--- src/rtl/banked_regfile.sv ---
// Physical ARM register file: 31 banked GPR entries, dedicated PC with auto-increment,
// PC+8 read value and PC-write pulse. Optional same-cycle write forwarding: REGFILE_WRITE_BYPASS_EN.
module banked_regfile #(
  parameter int                 DATA_W   = 32,
  parameter logic [DATA_W-1:0]  RESET_PC = '0,
  parameter int                 PC_STEP  = 4
) (
  input  logic              clk,
  input  logic              rst,
  input  logic [4:0]        ra_idx,
  input  logic [4:0]        rb_idx,
  output logic [DATA_W-1:0] ra_data,
  output logic [DATA_W-1:0] rb_data,
  input  logic              we,
  input  logic [4:0]        wr_idx,
  input  logic [DATA_W-1:0] wr_data,
  input  logic              pc_en,
  output logic [DATA_W-1:0] pc_out,
  output logic              pc_written
);

  // Banked physical indices 16..30 as produced by the mode/address mapper.
  localparam logic [4:0] R8_FIQ   = 5'd16;
  localparam logic [4:0] R9_FIQ   = 5'd17;
  localparam logic [4:0] R10_FIQ  = 5'd18;
  localparam logic [4:0] R11_FIQ  = 5'd19;
  localparam logic [4:0] R12_FIQ  = 5'd20;
  localparam logic [4:0] R13_FIQ  = 5'd21;
  localparam logic [4:0] R14_FIQ  = 5'd22;
  localparam logic [4:0] R13_SVC  = 5'd23;
  localparam logic [4:0] R14_SVC  = 5'd24;
  localparam logic [4:0] R13_ABT  = 5'd25;
  localparam logic [4:0] R14_ABT  = 5'd26;
  localparam logic [4:0] R13_IRQ  = 5'd27;
  localparam logic [4:0] R14_IRQ  = 5'd28;
  localparam logic [4:0] R13_UND  = 5'd29;
  localparam logic [4:0] R14_UND  = 5'd30;
  localparam logic [4:0] PC_IDX   = 5'd15;
  localparam logic [4:0] NULL_IDX = 5'd31;
  localparam int         N_ENTRY  = 31;

  localparam logic [DATA_W-1:0] PC_INC    = DATA_W'(PC_STEP);
  localparam logic [DATA_W-1:0] PC_OFFSET = DATA_W'(8);

  // Slot 15 of the array is never written; the PC lives in its own register.
  logic [DATA_W-1:0] r_regs [0:N_ENTRY-1];
  logic [DATA_W-1:0] r_pc;
  logic              r_pc_written;

  logic              w_wr_gpr;
  logic              w_wr_pc;
  logic [DATA_W-1:0] w_pc_plus8;
  logic [DATA_W-1:0] w_pc_wr_val;
  logic [DATA_W-1:0] w_ra_data;
  logic [DATA_W-1:0] w_rb_data;

  assign w_wr_gpr    = we && (wr_idx != PC_IDX) && (wr_idx != NULL_IDX);
  assign w_wr_pc     = we && (wr_idx == PC_IDX);
  assign w_pc_plus8  = r_pc + PC_OFFSET;
  assign w_pc_wr_val = {wr_data[DATA_W-1:2], 2'b00};

  // NOTE: every state element is updated with <= so all registers sample the same pre-edge values.
  always_ff @(posedge clk) begin
    if (rst) begin
      // NOTE: the array is reset explicitly because banked entries must read 0 after reset;
      // a pure RAM without this requirement would normally be left unreset.
      for (int i = 0; i < N_ENTRY; i++) begin
        r_regs[i] <= '0;
      end
    end else if (w_wr_gpr) begin
      r_regs[wr_idx] <= wr_data;
    end
  end

  // A PC write outranks the auto-increment in the same cycle.
  always_ff @(posedge clk) begin
    if (rst) begin
      r_pc         <= RESET_PC;
      r_pc_written <= 1'b0;
    end else begin
      if (w_wr_pc) begin
        r_pc <= w_pc_wr_val;
      end else if (pc_en) begin
        r_pc <= r_pc + PC_INC;
      end
      r_pc_written <= w_wr_pc;
    end
  end

  // NOTE: defaults come first in every always_comb so no path leaves an output unassigned (no latch).
  always_comb begin
    w_ra_data = '0;
    if (ra_idx == PC_IDX) begin
      w_ra_data = w_pc_plus8;
    end else if (ra_idx != NULL_IDX) begin
      w_ra_data = r_regs[ra_idx];
    end
`ifdef REGFILE_WRITE_BYPASS_EN
    if (w_wr_gpr && (ra_idx == wr_idx)) begin
      w_ra_data = wr_data;
    end
`endif
  end

  always_comb begin
    w_rb_data = '0;
    if (rb_idx == PC_IDX) begin
      w_rb_data = w_pc_plus8;
    end else if (rb_idx != NULL_IDX) begin
      w_rb_data = r_regs[rb_idx];
    end
`ifdef REGFILE_WRITE_BYPASS_EN
    if (w_wr_gpr && (rb_idx == wr_idx)) begin
      w_rb_data = wr_data;
    end
`endif
  end

  assign ra_data    = w_ra_data;
  assign rb_data    = w_rb_data;
  assign pc_out     = r_pc;
  assign pc_written = r_pc_written;

endmodule

--- config.mk ---
export PLATFORM = sky130hd
export DESIGN_NAME = banked_regfile
export DESIGN_NICKNAME = d
export VERILOG_FILES = /design/src/rtl/banked_regfile.sv
export SDC_FILE = /design/constraint.sdc
export NUM_CORES = 2
export LEC_CHECK = 0
export BUFFER_PORTS_ARGS = -buffer_cell sky130_fd_sc_hd__buf_4
export CORE_MARGIN = 2
export CORE_UTILIZATION = 35
export DETAILED_ROUTE_END_ITERATION = 7
export HOLD_SLACK_MARGIN = 0.05
export PLACE_DENSITY = 0.52
export SKIP_LAST_GASP = 1
export SLEW_MARGIN = 5
export SYNTH_ARGS = -nofsm -noshare
export SYNTH_HDL_FRONTEND = slang
export SYNTH_SLANG_ARGS = --single-unit
--- constraint.sdc ---
create_clock -name clk -period 2.1 [get_ports clk]
set_input_delay 0.105 -clock clk [delete_from_list [all_inputs] [get_ports clk]]
set_output_delay 0.105 -clock clk [all_outputs]
set_load 0.1 [all_outputs]
==> flow_metrics.py <==
metrics = {
    "clocking": {
        "cts-root-buf": "clkbuf_16",
        "htreeDepth": 3,
        "numClockSinks": 1048,
        "cts_buffers": 116,
        "cts_tree": "yes",
        "path_clk_slew_ns": 0.06,
        "clk_latency_ns": 0.76,
        "ctsLongestPathBuffers": 3,
    },
    "cells_and_area": {
        "drive_above_1_share": 0.408,
        "fillers": 13978,
        "area_delta_synth_final_pct": 29.6,
        "nets": 4428,
        "fin_area_um2": 73200,
    },
    "die": {
        "start_util": 0.352,
        "die_x_um": 406,
        "coreArea_um2": 160000,
        "io_pins": 148,
        "die_y_um": 406,
        "die-area_um2": 165000,
        "placementRows": 147,
    },
    "grt": {
        "grt_overflow": 0,
        "grt_pass1_vias": 38932,
        "grt_max_degree": 65,
        "antenna_found_initial": 23,
        "grt_pass1_wl_um": 321000,
        "grt_usage": 0.286,
    },
    "synth": {
        "synth-seq-area-share": 0.552,
        "synthArstFlopShare": 0,
        "synth_area_um2": 56500,
        "synth-edff-count": 1017,
        "yosysUniqueCellTypes": 68,
        "synth_ff_type": "edfxtp_1",
        "synth_warnings": 0,
        "avgSynthCellArea_um2": 15.0,
        "ys_ff_latch": 1048,
        "synthCells": 3777,
    },
    "routing": {
        "postRouteAntennaNets": 0,
        "drt_iter0_drc": 5367,
        "vias": 39429,
        "firstDrtPassIters": 6,
        "wl_per_cell_um": 35.7,
        "via_per_inst": 5.94,
        "drc": 0,
        "routed_wl_um": 237000,
    },
    "outcome": {
        "run_status": "finished with violations",
        "violations": "negative setup slack",
    },
    "sta": {
        "relSlewSlack": 0.556,
        "max_freq_ghz": 0.325,
        "drv_slew": 0,
        "fin_crit_sh": 1.47,
        "worst_pin_slew_ns": 0.663,
        "setup_viol": 69,
        "finalWorstSetupSlack_ns": -0.980,
        "fin_crit_ns": 3.08,
        "hold_viol": 0,
        "rsz0062_at_grt": "yes",
        "fin_skew_ns": 0.0261,
    },
    "critical_path": {
        "startpoint_type": "flop",
        "worstSetupPathType": "flop to output port",
        "required_ns": 2.00,
        "worst_path_most_repeated_cell": "mux4_2",
        "crit_start": "r_regs[23][21]",
        "rrSetupSlack_ns": -0.08,
        "critical-path-slowest-cell": "mux4_2",
        "worstPathArrival_ns": 2.97,
        "r2r-end": "pc_out[16]",
        "r2r-start": "pc_out[3]",
        "path_max_fanout": 2,
        "worst_r2r_path_depth": 11,
        "critPathMaxStageDelay_ns": 0.55,
        "cp_cell_sequence": "mux4_2 > mux4_2 > inv_2 > a311o_1 > o211ai_1 > buf_6",
        "worstSetupEndpointType": "output port",
    },
    "placed_design": {
        "dpl-instance-area_um2": 66300,
        "place_ws_ns": -0.610,
        "place.gp.congestion": 0.909,
        "dp_hpwl_um": 155000,
        "numPortBuffers": 145,
    },
    "power_and_ir_drop": {
        "vdd_drop_max_uv": 942,
        "leakage_nw": 26.0,
        "p_per_area_nw_per_um2": 784,
    },
    "worst_hold_path": {
        "whs_endpoint": "pc_written",
        "hold_path.class": "input port to flop",
        "hp-start": "wr_idx[0]",
        "whs_path_depth": 3,
    },
    "job": {
        "cap_viol_max_count": 0,
    },
}
-- cell usage in the layout, fill, tap and decap left out, types with 10 or more instances in the layout --
cell type / n
clkbuf_16: 119
clkinvlp_4: 10
mux2_2: 12
inv_1: 14
dfxtp_4: 20
buf_4: 496
o22ai_1: 10
nand2_1: 83
a21oi_1: 10
a211oi_1: 28
dlygate4sd3_1: 40
o21ai_2: 17
a22oi_1: 25
and2_1: 964
edfxtp_1: 1017
clkinv_1: 25
nand4_1: 22
mux4_2: 532
bufinv_16: 20
clkbuf_1: 18
a22o_1: 10
o211ai_1: 11
mux2i_1: 76
o21ai_1: 15
or2_2: 32
buf_12: 224
xnor2_1: 12
o221ai_1: 10
o21ai_0: 11
buf_6: 49
clkinv_2: 18
nor2_1: 63
nand3_1: 19
conb_1: 59
o21ai_4: 26
xor2_1: 27
nor2_4: 34
-- timing repair --
action                                   CTS  global route
endpoints found under the setup margin    64            80
setup buffers                             26            24
hold buffers                              41             0
hold endpoints to repair                1048             0
pin swaps                                 72            80
cloned                                     1             1
resized for setup                        368           102
-- report_power, final --
part           leakage, nW  switching [mW]  internal (mW)
logic                 14.2            6.36           4.55
clock network         1.92            9.13           12.7
registers             9.96           0.594           24.0
-- synth_stat cells (all sizes together) (15+ instances only) --
cell type  instances  area, um^2
o21ai             69         345
mux2i             84         841
buf              128         826
nand3             33         165
a22oi             30         225
mux4             532       12000
nand2             95         357
nor3              18        90.1
a21oi             25         125
and2             965        6040
o22ai             16         100
inv               18        67.6
or2               38         238
xnor2             16         140
o221ai            15         131
nand4             26         188
nor2             105         394
clkbuf           268        1010
dfxtp             31         621
xor2              39         342
edfxtp          1017       30500
a211oi            34         255
-- final cells by class --
type,instances,area (um^2),share of cell area
Sequential cell,1048,31200,0.427
Multi-Input combinational cell,2371,25900,0.353
Timing Repair Buffer,818,9310,0.127
Clock buffer,136,3020,0.0413
Tap cell,2160,2700,0.0369
Clock inverter,80,967,0.0132
Inverter,20,78.8,0.00108
Antenna cell,5,12.5,0.000171
-- stage by stage --
stage / hold WS [ns] / total power, mW / std cells / util / TNS (ns)
floorplan: 0.204 / 30.6 / 3835 / - / -14.46
global placement: 0.424 / 34.8 / 6337 / 0.413 / -24.42
detailed placement: 0.426 / 34.8 / 6337 / 0.413 / -24.84
CTS: 0.185 / 57.3 / 6615 / 0.452 / -46.07
global route: 0.216 / 58.7 / 6634 / 0.456 / -49.21
finish: 0.218 / 57.4 / 6638 / 0.456 / -44.72
-- kinds of logic (layout without fill, tap and decap cells) --
| group | Yosys count | in the layout | share of synthesized area |
|---|---|---|---|
| and+or+nand+nor | 1327 | 1327 | 0.138 |
| DFF | 1048 | 1048 | 0.552 |
| muxes | 628 | 628 | 0.229 |
| buffers and inverters | 416 | 1054 | 0.0338 |
| AOI/OAI and AO/OA | 300 | 300 | 0.0379 |
| xor gates and xnor gates | 55 | 55 | 0.00853 |
| adders and majority gates | 2 | 2 | 0.000443 |
| other | 1 | 64 | 0.0000664 |
-- worst max path at each step --
stage / depth (start not counted) / slack [ns] / to
2_1_floorplan: 7 / -1.15 / rb_data[31]
3_3_place_gp: 9 / -0.66 / rb_data[15]
3_5_place_dp: 9 / -0.61 / rb_data[15]
4_1_cts: 6 / -1.03 / ra_data[21]
5_1_grt: 6 / -1.04 / ra_data[21]
6_report: 6 / -0.98 / ra_data[21]
-- registers in the layout (all words and copies together) (netlist names) --
register	count
pc_written	1
r_regs	1017
pc_out	30
-- metal layers --
metal / up-vias / share of wire / GRT usage
li1: 15717 / - / -
met4: 2 / 0.037 / 0.0964
met2: 2397 / 0.45 / 0.439
met5: - / 0.000055 / 0
met3: 433 / 0.11 / 0.0667
met1: 20880 / 0.40 / 0.398
-- worst max-delay path, delay by kind of cell, from the launching register on --
family | cells | cell delay (ns)
flip-flops | 1 | 0.39
AO/OA/AOI/OAI | 2 | 0.40
buffers and inverters | 2 | 0.40
multiplexers | 2 | 1.02
Power figures use the tool's default switching activity.
